File: src/rtl/i2c_target_regfile.sv
// I2C target on an oversampled SCL/SDA pair, fronting a 2^REG_AW x 8 register
// file with pointer auto-increment, a core-side read port and a write strobe.
module i2c_target_regfile #(
   parameter logic [6:0]  SLAVE_ADDR  = 7'h50,
   parameter int unsigned REG_AW      = 4,
   parameter int unsigned SYNC_STAGES = 2
) (
   input  logic              CLK_IN,
   input  logic              RESET_N_IN,
   input  logic              SCL_IN,
   input  logic              SDA_IN,
   output logic              SDA_OE_OUT,
   input  logic [REG_AW-1:0] CORE_RADDR_IN,
   output logic [7:0]        CORE_RDATA_OUT,
   output logic              WR_PULSE_OUT,
   output logic [REG_AW-1:0] WR_ADDR_OUT,
   output logic [7:0]        WR_DATA_OUT,
   output logic              BUSY_OUT
);

   localparam int unsigned       DEPTH   = 1 << REG_AW;
   localparam logic [REG_AW-1:0] PTR_ONE = REG_AW'(1);

   typedef enum logic [3:0] {
      ST_IDLE,
      ST_ADDR,
      ST_ADDR_ACK,
      ST_PTR,
      ST_PTR_ACK,
      ST_WDATA,
      ST_WDATA_ACK,
      ST_RDATA,
      ST_RDATA_ACK,
      ST_WAIT_STOP
   } state_t;

   // Reset asserts asynchronously everywhere but leaves reset on a clock edge.
   logic [1:0] rst_sync;
   logic       rst_n;

   // NOTE: sequential state is only ever assigned with <= so every flop samples
   // the pre-edge value of its inputs, independent of process ordering.
   always_ff @(posedge CLK_IN or negedge RESET_N_IN) begin
      if (!RESET_N_IN) rst_sync <= '0;
      else             rst_sync <= {rst_sync[0], 1'b1};
   end

   assign rst_n = rst_sync[1];

   logic [SYNC_STAGES-1:0] scl_sync, sda_sync;
   logic                   scl_d, sda_d;
   logic                   scl_s, sda_s;

   // Bus idles high, so the synchronisers reset to 1 to avoid a false START.
   always_ff @(posedge CLK_IN or negedge rst_n) begin
      if (!rst_n) begin
         scl_sync <= '1;
         sda_sync <= '1;
         scl_d    <= 1'b1;
         sda_d    <= 1'b1;
      end else begin
         scl_sync <= {scl_sync[SYNC_STAGES-2:0], SCL_IN};
         sda_sync <= {sda_sync[SYNC_STAGES-2:0], SDA_IN};
         scl_d    <= scl_s;
         sda_d    <= sda_s;
      end
   end

   assign scl_s = scl_sync[SYNC_STAGES-1];
   assign sda_s = sda_sync[SYNC_STAGES-1];

   logic scl_rise, scl_fall, start_det, stop_det;

   assign scl_rise  = scl_s & ~scl_d;
   assign scl_fall  = ~scl_s & scl_d;
   assign start_det = scl_s & scl_d & sda_d & ~sda_s;
   assign stop_det  = scl_s & scl_d & ~sda_d & sda_s;

   state_t            state, state_n;
   logic [2:0]        bit_cnt, bit_cnt_n;
   logic [7:0]        shift, shift_n;
   logic [REG_AW-1:0] ptr, ptr_n;
   logic              sda_oe, sda_oe_n;
   logic              ack_phase, ack_phase_n;
   logic              busy, busy_n;
   logic              rw, rw_n;
   logic              wr_pulse, wr_pulse_n;
   logic [REG_AW-1:0] wr_addr, wr_addr_n;
   logic [7:0]        wr_data, wr_data_n;
   logic              reg_we;

   logic [7:0] regs [DEPTH];
   logic [7:0] shifted;
   logic [7:0] rd_byte;

   assign shifted        = {shift[6:0], sda_s};
   assign rd_byte        = regs[ptr];
   assign CORE_RDATA_OUT = regs[CORE_RADDR_IN];

   // NOTE: every output of this block gets a default first, so no path leaves
   // a variable unassigned and no latch is inferred.
   always_comb begin
      state_n     = state;
      bit_cnt_n   = bit_cnt;
      shift_n     = shift;
      ptr_n       = ptr;
      sda_oe_n    = sda_oe;
      ack_phase_n = ack_phase;
      busy_n      = busy;
      rw_n        = rw;
      wr_pulse_n  = 1'b0;
      wr_addr_n   = wr_addr;
      wr_data_n   = wr_data;
      reg_we      = 1'b0;

      if (stop_det) begin
         state_n     = ST_IDLE;
         sda_oe_n    = 1'b0;
         busy_n      = 1'b0;
         bit_cnt_n   = '0;
         ack_phase_n = 1'b0;
      end else if (start_det) begin
         state_n     = ST_ADDR;
         sda_oe_n    = 1'b0;
         bit_cnt_n   = '0;
         ack_phase_n = 1'b0;
      end else begin
         unique case (state)
            ST_ADDR, ST_PTR, ST_WDATA: begin
               if (scl_rise) begin
                  shift_n   = shifted;
                  bit_cnt_n = bit_cnt + 3'd1;
                  if (bit_cnt == 3'd7) begin
                     ack_phase_n = 1'b0;
                     if (state == ST_ADDR) begin
                        if (shifted[7:1] == SLAVE_ADDR) begin
                           busy_n  = 1'b1;
                           rw_n    = shifted[0];
                           state_n = ST_ADDR_ACK;
                        end else begin
                           busy_n  = 1'b0;
                           state_n = ST_WAIT_STOP;
                        end
                     end else if (state == ST_PTR) begin
                        ptr_n   = shifted[REG_AW-1:0];
                        state_n = ST_PTR_ACK;
                     end else begin
                        reg_we     = 1'b1;
                        wr_pulse_n = 1'b1;
                        wr_addr_n  = ptr;
                        wr_data_n  = shifted;
                        state_n    = ST_WDATA_ACK;
                     end
                  end
               end
            end

            // First fall pulls SDA for the ACK, second fall ends the ACK pulse.
            ST_ADDR_ACK, ST_PTR_ACK, ST_WDATA_ACK: begin
               if (scl_fall) begin
                  if (!ack_phase) begin
                     sda_oe_n    = 1'b1;
                     ack_phase_n = 1'b1;
                  end else begin
                     ack_phase_n = 1'b0;
                     sda_oe_n    = 1'b0;
                     bit_cnt_n   = '0;
                     if (state == ST_ADDR_ACK && rw) begin
                        state_n  = ST_RDATA;
                        sda_oe_n = ~rd_byte[7];
                        shift_n  = {rd_byte[6:0], 1'b0};
                     end else if (state == ST_WDATA_ACK) begin
                        ptr_n   = ptr + PTR_ONE;
                        state_n = ST_WDATA;
                     end else if (state == ST_PTR_ACK) begin
                        state_n = ST_WDATA;
                     end else begin
                        state_n = ST_PTR;
                     end
                  end
               end
            end

            // Bit 7 was driven on entry; each later fall drives the next bit.
            ST_RDATA: begin
               if (scl_fall) begin
                  sda_oe_n = ~shift[7];
                  shift_n  = {shift[6:0], 1'b0};
               end
               if (scl_rise) begin
                  bit_cnt_n = bit_cnt + 3'd1;
                  if (bit_cnt == 3'd7) begin
                     state_n     = ST_RDATA_ACK;
                     ack_phase_n = 1'b0;
                  end
               end
            end

            ST_RDATA_ACK: begin
               if (scl_fall && !ack_phase) begin
                  sda_oe_n    = 1'b0;
                  ack_phase_n = 1'b1;
               end else if (scl_rise && ack_phase) begin
                  if (sda_s) begin
                     state_n     = ST_WAIT_STOP;
                     ack_phase_n = 1'b0;
                  end else begin
                     ptr_n = ptr + PTR_ONE;
                  end
               end else if (scl_fall && ack_phase) begin
                  ack_phase_n = 1'b0;
                  bit_cnt_n   = '0;
                  state_n     = ST_RDATA;
                  sda_oe_n    = ~rd_byte[7];
                  shift_n     = {rd_byte[6:0], 1'b0};
               end
            end

            ST_IDLE, ST_WAIT_STOP: ;

            default: state_n = ST_IDLE;
         endcase
      end
   end

   always_ff @(posedge CLK_IN or negedge rst_n) begin
      if (!rst_n) begin
         state     <= ST_IDLE;
         bit_cnt   <= '0;
         shift     <= '0;
         ptr       <= '0;
         sda_oe    <= 1'b0;
         ack_phase <= 1'b0;
         busy      <= 1'b0;
         rw        <= 1'b0;
         wr_pulse  <= 1'b0;
         wr_addr   <= '0;
         wr_data   <= '0;
      end else begin
         state     <= state_n;
         bit_cnt   <= bit_cnt_n;
         shift     <= shift_n;
         ptr       <= ptr_n;
         sda_oe    <= sda_oe_n;
         ack_phase <= ack_phase_n;
         busy      <= busy_n;
         rw        <= rw_n;
         wr_pulse  <= wr_pulse_n;
         wr_addr   <= wr_addr_n;
         wr_data   <= wr_data_n;
      end
   end

   // NOTE: the register file is reset because its post-reset contents are
   // architecturally visible; this commits it to flops rather than a RAM macro.
   always_ff @(posedge CLK_IN or negedge rst_n) begin
      if (!rst_n) begin
         for (int i = 0; i < DEPTH; i++) regs[i] <= '0;
      end else if (reg_we) begin
         regs[ptr] <= shifted;
      end
   end

   assign SDA_OE_OUT   = sda_oe;
   assign BUSY_OUT     = busy;
   assign WR_PULSE_OUT = wr_pulse;
   assign WR_ADDR_OUT  = wr_addr;
   assign WR_DATA_OUT  = wr_data;

endmodule

File: config.mk
export PLATFORM = sky130hd
export DESIGN_NAME = i2c_target_regfile
export DESIGN_NICKNAME = d
export VERILOG_FILES = /design/src/rtl/i2c_target_regfile.sv
export SDC_FILE = /design/constraint.sdc
export NUM_CORES = 1
export LEC_CHECK = 0
export CORE_AREA = 2 2 157 159
export CTS_CLUSTER_DIAMETER = 40
export DETAILED_ROUTE_END_ITERATION = 8
export DIE_AREA = 0 0 159 161
export PLACE_DENSITY = 0.58
export REMOVE_ABC_BUFFERS = 1
export SLEW_MARGIN = 20
export SYNTH_ARGS = -nofsm -noshare
export SYNTH_HDL_FRONTEND = slang
export SYNTH_SLANG_ARGS = --single-unit
File: constraint.sdc
create_clock -name CLK_IN -period 12.9 [get_ports CLK_IN]
set_input_delay 2.58 -clock CLK_IN [delete_from_list [all_inputs] [get_ports CLK_IN]]
set_output_delay 2.58 -clock CLK_IN [all_outputs]
set_load 0.05 [all_outputs]
# --- Word level (Yosys, flattened, before mapping) ---
# Index checks and enable logic that the tools add are counted.
op_classes:
  n_addsub: 2
  n_lt_le_gt_ge: 3
  n_eq_ne: 46
  n_mux: 93
  bitwise: 19
  reduce_logical: 28
op_table:
  columns: ["cell", "n"]
  rows:
  - ["$bwmux 128", 1]
  - ["$mux 8", 13]
  - ["$mux 4", 25]
  - ["$bmux 8 s4", 2]
  - ["$ne 4x4->1 const B", 10]
  - ["$mux 1", 33]
  - ["$mux 3", 11]
  - ["$demux 8 s4", 1]
  - ["$pmux 8 s4", 1]
  - ["$ne 2x2->1 const B", 15]
  - ["$reduce_and 7->1", 3]
  - ["$ne 5x5->1 const B", 4]
  - ["$pmux 4 s5", 1]
  - ["$eq 4x3->1 const B", 4]
  - ["$reduce_and 14->1", 1]
  - ["$ne 6x6->1 const B", 2]
  - ["$pmux 4 s3", 1]
  - ["$reduce_and 11->1", 1]
  - ["$ge 5x5->1 const B", 2]
  - ["$not 1->1", 10]
  - ["$not 4->5", 2]
  - ["$reduce_and 10->1", 1]
  - ["$reduce_and 5->1", 2]
  - ["$reduce_bool 5->1", 2]
  - ["25 further kinds", 43]
totals:
  ff_bits: 172
  output_inout_bits: 23
  elab_cells: 223

# --- Depth between registers and ports, before layout ---
depth:
  ltp_word: 11
  depth_mapped: 9
  ltp_nobuf: 7

# --- Worst setup path before layout ---
# No wires, ideal clock.
synth_timing:
  path_type: "in2out"
  start: "input CORE_RADDR_IN[0]"
  end: "output CORE_RDATA_OUT[0]"
  arrival_ns: 4.252
  required_time_ns: 10.320
  slack_ns: 6.068
  cell_stages: 4
  path_buffers: 2
  path_cell_list: "clkbuf_1 buf_2 mux4_2 mux4_2"
synth_between:
  elab_chain_len: 4
synth_lines:
  columns: ["element", "line_no", "rtl"]
  rows:
  - ["start: declaration", "13", "input logic [REG_AW-1:0] CORE_RADDR_IN,"]
  - ["$not 4->5 (not written as such)", "98", "assign CORE_RDATA_OUT = regs[CORE_RADDR_IN];"]
  - ["$bmux 8 s4", "98", null]
  - ["$mux 8 (not written as such) (2 in a row)", "98", null]
  - ["end: declaration", "14", "output logic [7:0] CORE_RDATA_OUT,"]
# Every way passes these cells. The select of a mux whose other input is x is not followed.

# --- Worst setup path in the final report ---
layout_timing:
  start: "input CORE_RADDR_IN[1]"
  end: "output CORE_RDATA_OUT[2]"
# Same word-level chain as after synthesis.

==> results.cfg <==
[clock_network]
clk_pin_slew_worst_paths_ps = 70
cts_tree = done
cts_resized = 0
insertion_delay_ps = 430
cts-hold-fix-buffers = 0
clock-root-buffer = clkbuf_16
cts_buffers = 17
clockBufferDepth = 2
cts_htree_levels = 4
cts_setup_buffers = 0
cts_sinks = 172

[setup_path]
startpoint_type = input port
crit_slowest_cell = clkdlybuf4s50_1
crit_type = input port to primary output
cp_cell_sequence = clkdlybuf4s50_1, buf_4, mux4_2, mux4_2, clkdlybuf4s50_1
cp_max_fo = 32
cp.required_ps = 10320
critPathArrivalTime_ps = 5060
cpLargestDelayFamily = buffers and inverters
max_stage_delay_ps = 730
cp-end-kind = primary output
critPathBufInv = 3

[drt]
vias_per_cell = 5.85
met3_length_um = 1190
wl_met2_um = 12400
drc = 0
routed_wl_um = 23900
top_layer_used = met4
dr.pass1.iters = 5
antenna_left = 0
wl_per_cell_um = 23.9
wl_met1_um = 9770
vias = 5843
drt-initial-drc-count = 323

[logic_synthesis]
seq_area_frac_synth = 0.468
avgSynthCellArea_um2 = 14.0
synthesis.area_um2 = 9210
syn_inst = 657
async_flop_share = 1.00
yosysMostFrequentCell = dfrtp_1
synth-edff-count = 0
ys_types = 53
synth_top_area_frac = 0.451
synth_flop_cell = dfrtp_1
synth_area_leaders = dfrtp_1 (45%), mux2_2 (19%), mux4_2 (18%)
ys_warn_count = 0
ys_top_cells_by_count = dfrtp_1 (166), mux2_2 (152), mux4_2 (73), clkbuf_1 (30), nor2_1 (28)
synth_top_area_cell = dfrtp_1
ys_ff_latch = 172

[global_routing]
track_usage = 0.193
antenna_found_initial = 0
grt_overflow = 0
grt_max_degree = 64
grt_pass1_wl_um = 37500
grt_pass1_vias = 6142

[floorplanning]
ios = 31
num_rows = 57
die_w_um = 159
die_y_um = 161
core-area_um2 = 24000
die_area_um2 = 25600
initial_core_util = 0.385

[timing]
whs_ps = 353
relSlewSlack = 0.425
fin_crit_ps = 7640
finalClockSkew_ps = 16.1
max_clock_freq_mhz = 131
worst_pin_slew_ps = 862
fin_crit_sh = 0.592
slew_viol_final = 0
rsz0062_at_grt = false
timing.setup.tns_ps = 0
hold_viol = 0
setup-violations-final = 0

[layout]
nNetsFinal = 676
seqCellArea_um2 = 4320
post-route-util = 0.433
fill_cells = 2177
drive_gt1_frac = 0.444
areaGrowthSynthToFinish_pct = 12.7
multi_input_area_um2 = 4640
diodes = 0

[placement]
routabilityCongestion = 0.806
post-dp-hpwl_um = 16500
io_buffers = 30

[power_and_ir_drop]
power.switching_mw = 0.542
p_total_mw = 1.58
p_comb_frac = 0.227
intPower_mw = 1.04
power_frac_seq = 0.424
power_leakage_nw = 4.58
power.density_nw_per_um2 = 153
ir_drop_mv = 0.0946
swShare = 0.342
clockPowerShare = 0.349

[outcome]
outcome = finished, final reports clean

[min_path]
hold_path_class = flop to flop

[job]
cap_violations = 0
[flip-flops by register name, indices dropped and copies added (netlist names)]
register and flops:
rw 1, shift 8, BUSY_OUT 1, ack_phase 1, scl_sync 2, bit_cnt 3, ptr 4, scl_d 1
sda_sync 2, WR_ADDR_OUT 4, sda_d 1, WR_PULSE_OUT 1, WR_DATA_OUT 8, SDA_OE_OUT 1, state 4, rst_sync 2
regs 128
[worst reg2reg max path, stage by stage, from the launching register on]
cell and delay, ps:
dfrtp_1 690, and2b_2 310, nand3_1 220, nor2b_2 170, buf_4 360, nand2_4 160, nor2_2 560, mux2_2 410
[cell usage in the layout, fill, tap and decap left out, drive strengths merged, types with 3 or more instances in the layout]
cell	instances
dfstp	6
o21ai	17
nand3	9
nor3	8
a221oi	8
ha	6
clkdlybuf4s50	29
clkbuf	19
mux2	152
mux2i	10
dfrtp	166
clkinv	4
a31oi	4
mux4	73
nor2	41
and2b	3
nand2b	4
nand2	22
nor2b	7
buf	9
a21oi	18
and3	4
inv	13
or3	5
bufinv	4
[stage by stage]
stage | std cells | setup WS, ps | cell area (um2)
after floorplan | 605 | 6650 | 8980
after global placement | 967 | 5070 | 9750
after detailed placement | 967 | 5050 | 9750
after CTS | 999 | 5050 | 10400
after global routing | 999 | 5210 | 10400
final | 999 | 5260 | 10400
[cell type report]
type                            instances  share of cell area
Clock buffer                           19              0.0426
Inverter                               10             0.00361
Sequential cell                       172               0.416
Clock inverter                         13              0.0182
Multi-Input combinational cell        423               0.447
Timing Repair Buffer                   38              0.0344
Tap cell                              324              0.0390
[power groups by stage]
stage                     clock network (mW)  registers [mW]  logic (mW)
after floorplan                            0           0.684       0.214
after global placement                     0           0.679       0.357
after detailed placement                   0           0.681       0.360
after CTS                              0.565           0.671       0.361
after global routing                   0.587           0.680       0.392
final                                  0.554           0.671       0.359
[metal layers]
layer | track usage | up-vias
met2 | 0.335 | 219
met4 | 0.0620 | 0
met5 | 0 | -
met3 | 0.0339 | 37
met1 | 0.248 | 3091
li1 | - | 2496
[worst paths after layout]
kind,start,to,slack [ps],depth (start not counted)
worst min register to register,rst_sync[0],rst_sync[1],350,0
worst min-delay path,rst_sync[0],rst_sync[1],350,0
worst max register to register,state[0],regs[65],9930,7
max in group asynchronous,RESET_N_IN,rst_sync[1],10460,1
min in group asynchronous,rst_sync[1],regs[19],400,0
worst max-delay path,CORE_RADDR_IN[1],CORE_RDATA_OUT[2],5260,5
[kinds of logic (layout without fill, tap and decap cells)]
kind of cell / after synthesis / count (layout) / synth area share
other: 1 / 1 / 0.000407
AO/OA/AOI/OAI: 68 / 68 / 0.0479
flip-flops: 172 / 172 / 0.468
buffers and inverters: 62 / 80 / 0.0289
adder cells (fa/ha/maj): 6 / 6 / 0.00815
AND/OR/NAND/NOR: 112 / 112 / 0.0706
XOR/XNOR: 1 / 1 / 0.000951
multiplexers: 235 / 235 / 0.375
Power figures use the tool's default switching activity.
